$ cat config.mk
export PLATFORM = sky130hd
export DESIGN_NAME = sd_acq_sched
export DESIGN_NICKNAME = d
export VERILOG_FILES = /design/src/rtl/sd_acq_sched.sv
export SDC_FILE = /design/constraint.sdc
export NUM_CORES = 1
export LEC_CHECK = 0
export CAP_MARGIN = 0
export CORE_MARGIN = 2
export CORE_UTILIZATION = 29
export CTS_CLUSTER_SIZE = 20
export DETAILED_ROUTE_END_ITERATION = 7
export GPL_TIMING_DRIVEN = 0
export SETUP_SLACK_MARGIN = 0.3
export SLEW_MARGIN = 20
export SYNTH_ARGS = -nofsm -noshare
export SYNTH_HDL_FRONTEND = slang
export SYNTH_SLANG_ARGS = --single-unit
$ cat constraint.sdc
create_clock -name clk_sys -period 3 [get_ports clk_sys]
set_input_delay 0.3 -clock clk_sys [delete_from_list [all_inputs] [get_ports clk_sys]]
set_output_delay 0.3 -clock clk_sys [all_outputs]
set_load 0.05 [all_outputs]
$ cat src/rtl/sd_acq_sched.sv
// rtl/sd_acq_sched.sv - replays a shadow table into the acquisition coder, then sequences start strobes per window
// Optional watchdog on window open/close: define SD_ACQ_SCHED_TIMEOUT_EN.
module sd_acq_sched #(
  parameter int          NWORDS = 11,
  parameter int          ACQ_PW = 4,
  parameter int          GAP    = 8,
  parameter logic [21:0] TMO    = 22'h3FFFFF
) (
  input  logic        clk_sys,
  input  logic        rst_n,
  input  logic        host_we,
  input  logic [3:0]  host_addr,
  input  logic [15:0] host_wdata,
  input  logic        seq_start,
  input  logic        seq_abort,
  input  logic [15:0] echo_num,
  input  logic        acq_en,
  output logic [3:0]  sd_sacq_choice,
  output logic [15:0] sd_sacq_data,
  output logic        sd_sacq_load,
  output logic        s_acq1,
  output logic        busy,
  output logic        seq_done,
  output logic [15:0] echo_cnt,
  output logic        host_err,
  output logic        tmo_err
);

  typedef enum logic [2:0] {
    IDLE, LOAD, LGAP, ARM, WOPEN, WCLOSE, GAPW, DONE
  } state_t;

  localparam logic [4:0]  NW       = 5'(NWORDS);
  localparam logic [3:0]  LAST_IDX = 4'(NWORDS - 1);
  localparam logic [15:0] PW_LAST  = 16'(ACQ_PW - 1);
  localparam logic [15:0] GAP_LAST = 16'(GAP - 1);

  state_t      state, state_d;
  logic [3:0]  idx;
  logic [15:0] tbl [16];
  logic [3:0]  choice_q;
  logic [15:0] data_q;
  logic [15:0] num_q;
  logic [15:0] echo_cnt_q;
  logic        host_err_q;
  logic [15:0] cnt;
  logic        acq_s1, acq_s2, acq_s3;
  logic        acq_rise, acq_fall;
  logic        timeout;

  assign acq_rise = acq_s2 & ~acq_s3;
  assign acq_fall = ~acq_s2 & acq_s3;

  always_comb begin
    state_d = state;
    case (state)
      IDLE:   if (seq_start) state_d = LOAD;
      LOAD:   state_d = LGAP;
      LGAP:   state_d = (idx == LAST_IDX) ? ARM : LOAD;
      ARM: begin
        if (num_q == 16'd0)     state_d = DONE;
        else if (cnt == PW_LAST) state_d = WOPEN;
      end
      WOPEN:  if (acq_rise) state_d = WCLOSE;
      WCLOSE: if (acq_fall) state_d = GAPW;
      GAPW:   if (cnt == GAP_LAST) state_d = (echo_cnt_q == num_q) ? DONE : ARM;
      DONE:   state_d = IDLE;
      default: state_d = IDLE;
    endcase
    // Start wins over abort in IDLE because this override only applies once busy.
    if (state != IDLE && (seq_abort || timeout)) state_d = IDLE;
  end

  always_ff @(posedge clk_sys or negedge rst_n) begin
    if (!rst_n) begin
      state      <= IDLE;
      idx        <= '0;
      choice_q   <= '0;
      data_q     <= '0;
      num_q      <= '0;
      echo_cnt_q <= '0;
      host_err_q <= 1'b0;
      cnt        <= '0;
      acq_s1     <= 1'b0;
      acq_s2     <= 1'b0;
      acq_s3     <= 1'b0;
      for (int i = 0; i < 16; i++) tbl[i] <= '0;
    end else begin
      state  <= state_d;
      cnt    <= (state_d != state) ? 16'd0 : cnt + 16'd1;
      acq_s1 <= acq_en;
      acq_s2 <= acq_s1;
      acq_s3 <= acq_s2;
      if (host_we) begin
        if (state != IDLE)                 host_err_q <= 1'b1;
        else if ({1'b0, host_addr} < NW)   tbl[host_addr] <= host_wdata;
      end
      case (state)
        IDLE: if (seq_start) begin
          num_q      <= echo_num;
          echo_cnt_q <= '0;
          host_err_q <= 1'b0;
          idx        <= '0;
        end
        LOAD: begin
          choice_q <= idx;
          data_q   <= tbl[idx];
        end
        LGAP: if (idx != LAST_IDX) idx <= idx + 4'd1;
        WCLOSE: if (state_d == GAPW && echo_cnt_q != 16'hFFFF) echo_cnt_q <= echo_cnt_q + 16'd1;
        default: ;
      endcase
    end
  end

`ifdef SD_ACQ_SCHED_TIMEOUT_EN
  logic [21:0] wdog;
  logic        tmo_err_q;

  assign timeout = (state == WOPEN || state == WCLOSE) && (wdog == TMO - 22'd1);
  assign tmo_err = tmo_err_q;

  always_ff @(posedge clk_sys or negedge rst_n) begin
    if (!rst_n) begin
      wdog      <= '0;
      tmo_err_q <= 1'b0;
    end else begin
      wdog <= (state == WOPEN || state == WCLOSE) ? wdog + 22'd1 : 22'd0;
      if (state == IDLE && seq_start) tmo_err_q <= 1'b0;
      else if (timeout)               tmo_err_q <= 1'b1;
    end
  end
`else
  logic unused_tmo;
  assign unused_tmo = ^TMO;
  assign timeout    = 1'b0;
  assign tmo_err    = 1'b0;
`endif

  // Coder bus shows the live entry during LOAD and holds it afterwards.
  assign sd_sacq_choice = (state == LOAD) ? idx : choice_q;
  assign sd_sacq_data   = (state == LOAD) ? tbl[idx] : data_q;
  assign sd_sacq_load   = (state == LOAD);
  assign s_acq1         = (state == ARM) && (num_q != 16'd0);
  assign busy           = (state != IDLE);
  assign seq_done       = (state == DONE) && !seq_abort;
  assign echo_cnt       = echo_cnt_q;
  assign host_err       = host_err_q;

endmodule

---- Word level (Yosys, flattened, before mapping) ----
Index checks and enable logic that the tools add are counted.
cells by class
  reduce and logical (&&, ||, !) cells .... 16
  equal/unequal tests ..................... 18
  bitwise gates (word level) .............. 7
  $lt $le $gt $ge ......................... 4
  $add $sub $neg .......................... 3
  multiplexer cells ....................... 29
operators by type and width
  kind                                                                           number
  256-bit bitwise mux                                                            1
  16-bit two-way mux                                                             7
  16-bit binary-select mux with 4-bit select                                     1
  16-bit demux with 4-bit select                                                 1
  16-bit by 1-bit adder with 16-bit output (second input constant)               2
  16-bit one-hot mux with 2 select lines                                         1
  3-bit two-way mux                                                              8
  3-bit one-hot mux with 8 select lines                                          1
  16-bit == test                                                                 1
  16-bit by 2-bit == test with 1-bit output (second input constant)              1
  16-bit by 3-bit == test with 1-bit output (second input constant)              1
  16-bit logical NOT                                                             1
  16-bit inequality test (second input constant)                                 1
  16-bit nonzero test                                                            1
  3-bit == test (second input constant)                                          5
  4-bit two-way mux                                                              3
  5-bit >= comparator (second input constant)                                    2
  4-bit inverter with 5-bit output                                               2
  3-bit AND reduction                                                            3
  4-bit one-hot mux with 2 select lines                                          1
  3-bit by 2-bit == test with 1-bit output (second input constant)               2
  2-bit inequality test (second input constant)                                  3
  1-bit logical AND                                                              5
  5-bit by 1-bit less-than comparator with 1-bit output (second input constant)  1
  other kinds (15)                                                               22
storage, ports and cells
  bits of input ports ..................... 42
  word-level logic and storage cells ...... 104
  flip-flop bits (word level) ............. 335

---- Longest topological paths before layout ----
  word-level depth ........................ 9
  mapped depth ............................ 10
  mapped depth without buffers ............ 7

---- Worst setup path before layout ----
No wires, ideal clock.
  kind .................................... register to output
  from .................................... register idx[0]
  to ...................................... output port sd_sacq_data[10]
  data required time ...................... 2.700 ns
  stages on the path, launching flop included .. 6
  arrival ................................. 2.303 ns
  path slack .............................. 0.397 ns
  path through ............................ dfrtp_1 -> clkbuf_1 -> buf_1 -> mux4_2 -> mux4_2 -> mux2_2
on the way
  cells in the longest elaborated chain, start to end .. 5
ends and longest elaborated chain
  what                                                    line  text
  from (decl)                                             39    logic [3:0] idx;
  from (signal assigned)                                  109   LGAP: if (idx != LAST_IDX) idx <= idx + 4'd1;
  4-bit inverter with 5-bit output (implied by the code)  142   assign sd_sacq_data = (state == LOAD) ? tbl[idx] : data_q;
  16-bit binary-select mux with 4-bit select              142
  16-bit two-way mux (implied by the code) (2 in series)  142
  16-bit two-way mux                                      -
  to (decl)                                               19    output logic [15:0] sd_sacq_data,
Every way passes these cells. The select of a mux whose other input is x is not followed.

---- Final worst setup path ----
  from .................................... register idx[0]
  to ...................................... output port sd_sacq_data[3]
Same word-level chain as after synthesis.

==> results.json <==
{
  "clk_latency_ps": 560,
  "rr_worst_depth": 7,
  "synth.most_common_cell": "dfrtp_1",
  "grt_pass1_vias": 9661,
  "fin_cells": 1923,
  "detail-route-antenna-nets": 0,
  "syn_area_mm2": 0.0149,
  "cts_sinks": 335,
  "synth_edf_count": 0,
  "slew-limit-headroom": 0.429,
  "cp.required_ps": 2700,
  "r2r_setup_slack_ps": 460,
  "m1WireLength_um": 16400,
  "die-area_mm2": 0.0532,
  "ys_types": 56,
  "avgSynthCellArea_um2": 14.0,
  "critPathArrivalTime_ps": 2970,
  "clock_path_buffers": 3,
  "wl_per_cell_um": 19.0,
  "grt_max_degree": 98,
  "io_buffer_count": 79,
  "hold_viol": 0,
  "totalWireLength_um": 36500,
  "critical-path-max-stage-delay_ps": 530,
  "coreArea_mm2": 0.0511,
  "min_period_ps": 3270,
  "drc": 0,
  "multi_input_area_mm2": 0.00591,
  "tightest_slew_ps": 857,
  "whs_endpoint": "acq_s1",
  "cts_made_buffers": 39,
  "drive_above_1_share": 0.345,
  "start_util": 0.292,
  "min_path_cells": 1,
  "crit_top_cell": "buf_12",
  "cts_max_level": 2,
  "crit_fanout": 6,
  "cts_root_buf": "clkbuf_16",
  "seq_area_mm2": 0.00838,
  "p_leak_nw": 8.03,
  "status": "finished, violations left",
  "worst_path_max_delay_cell": "mux4_2",
  "num_vias": 9144,
  "syn_to_final_growth_pct": 24.0,
  "synth_seq_area_share": 0.563,
  "fp-row-count": 83,
  "synth_largest_area_cell": "dfrtp_1",
  "synth_nets": 1113,
  "critPathKind": "register to output port",
  "hp-class": "input pin to register",
  "max_cap_violations": 0,
  "r2r-start": "state[1]",
  "gp_congestion": 0.814,
  "tritoncts": "done",
  "antenna_found_initial": 1,
  "worstHoldStart": "acq_en",
  "dr_wl_met2_um": 17300,
  "failed_checks": "negative setup slack",
  "clk_pin_slew_worst_paths_ps": 60,
  "clock_skew_ps": 23.1,
  "grt_overflow": 0,
  "final_nets": 1262,
  "synthTopCellsByCount": "335 x dfrtp_1, 175 x mux2_2, 117 x clkbuf_1",
  "drv_slew": 0,
  "yosys_warnings": 0,
  "first_pass_iters": 5,
  "finalPower_mw": 17.3,
  "fin_ws_ps": -268,
  "hpwl_um": 23600,
  "die_h_um": 231,
  "synth-main-ff-cell": "dfrtp_1",
  "grt_pass1_wl_um": 57000,
  "startpoint": "idx[0]",
  "die_w_um": 231,
  "ir_worst_vdd_v": 0.000409,
  "viasPerCell": 4.76,
  "io-pin-count": 84,
  "drtIter0Drc": 663,
  "fmax_mhz": 306,
  "place_inst": 1829,
  "synth_seq_cells": 335,
  "finalCritPeriodShare": 1.09,
  "powerDensity_mw_per_mm2": 934,
  "fill_cells": 4879,
  "yosysTopAreaCellShare": 0.563,
  "r2r-end": "tbl[180]",
  "synthArstFlopShare": 1.00,
  "worst_setup_path_start_kind": "register",
  "rsz0062_at_grt": "yes",
  "dr.max_layer_used": "met5",
  "crit_chain": "buf_12 -> buf_12 -> buf_12 -> buf_16 -> mux4_2 -> mux4_2 -> mux2_4 -> buf_8",
  "n_antenna_cell": 0,
  "synth_area_leaders": "dfrtp_1 56%, mux2_2 13%, mux4_2 12%",
  "wl_met3_um": 1950,
  "grt.total_usage": 0.139,
  "crit_path_end_kind": "output port",
  "setup_viol": 16,
  "syn_inst": 1067
}
-- cell usage in the layout (no fill, tap or decap), types with 22 or more instances in the layout --
cell type | Yosys | final
clkdlybuf4s50_1 | 0 | 54
o21ai_0 | 27 | 27
nand2_1 | 61 | 61
mux2_4 | 10 | 26
mux4_2 | 80 | 80
nor2_1 | 26 | 23
clkbuf_16 | 0 | 42
clkbuf_1 | 117 | 121
nor3_1 | 22 | 22
dfrtp_1 | 335 | 334
mux2_2 | 175 | 159
xor2_1 | 22 | 22
buf_4 | 6 | 26
-- metrics by stage --
step	utilization	instance area, um^2	setup WS [ps]	setup TNS (ps)	hold slack [ps]
global route	0.362	18500	-336	-4130	180
finish	0.362	18500	-268	-3080	199
detailed placement	0.325	16600	-1030	-20280	311
global placement	0.324	16500	-12770	-4284400	345
floorplan	-	14900	397	0	4.41
CTS	0.356	18200	-255	-3320	180
-- metal layers --
metal  track usage  up-vias
met5             0        -
met4        0.0405        2
met3        0.0331       54
met2         0.220      204
met1         0.189     4806
li1              -     4078
-- layout make-up --
class	instances	area share
sequential	335	0.454
tap	680	0.0460
buffer	151	0.0456
timing repair buffer	108	0.0661
clock buffer	57	0.0592
multi-input combinational	571	0.320
clock inverter	11	0.00724
inverter	10	0.00217
-- how the worst max path moves through the flow --
stage                            end
finish               sd_sacq_data[3]
global route         sd_sacq_data[3]
CTS                  sd_sacq_data[3]
detailed placement  sd_sacq_data[10]
global placement          data_q[11]
floorplan           sd_sacq_data[10]
-- power by group --
group	internal (mW)	switching, mW	leakage, nW	total (mW)
sequential	5.83	0.691	4.38	6.52
clock	2.71	1.90	0.598	4.61
combinational	3.37	2.76	3.05	6.14
total	11.9	5.35	8.03	17.3
-- sequential cells by signal (all words and copies together), names as in the netlist --
signal,cells
acq_s1,1
state,3
idx,4
num_q,16
choice_q,4
host_err,1
echo_cnt,16
cnt,16
data_q,16
acq_s3,1
acq_s2,1
tbl,256
-- cells by family after synthesis --
group                    share of synthesized area
adder cells (fa/ha/maj)                    0.00336
XOR/XNOR                                    0.0188
AND/OR/NAND/NOR                             0.0729
AO/OA/AOI/OAI                               0.0250
multiplexers                                 0.272
other                                     0.000252
buffers and inverters                       0.0454
flip-flops                                   0.563
-- critical path, delay by kind of cell, from the launching register on --
family	cells	cell delay [ps]
multiplexers	3	1340
flip-flops	1	410
buffers and inverters	5	650
-- what timing repair did --
action | CTS | global route
gates resized for setup | 200 | 54
gates cloned | 1 | 3
setup endpoints to repair | 88 | 58
pin swaps | 5 | 1
setup buffers | 13 | 8
endpoints found under the hold margin | 64 | 0
hold buffers | 1 | 0
Power figures use the tool's default switching activity.
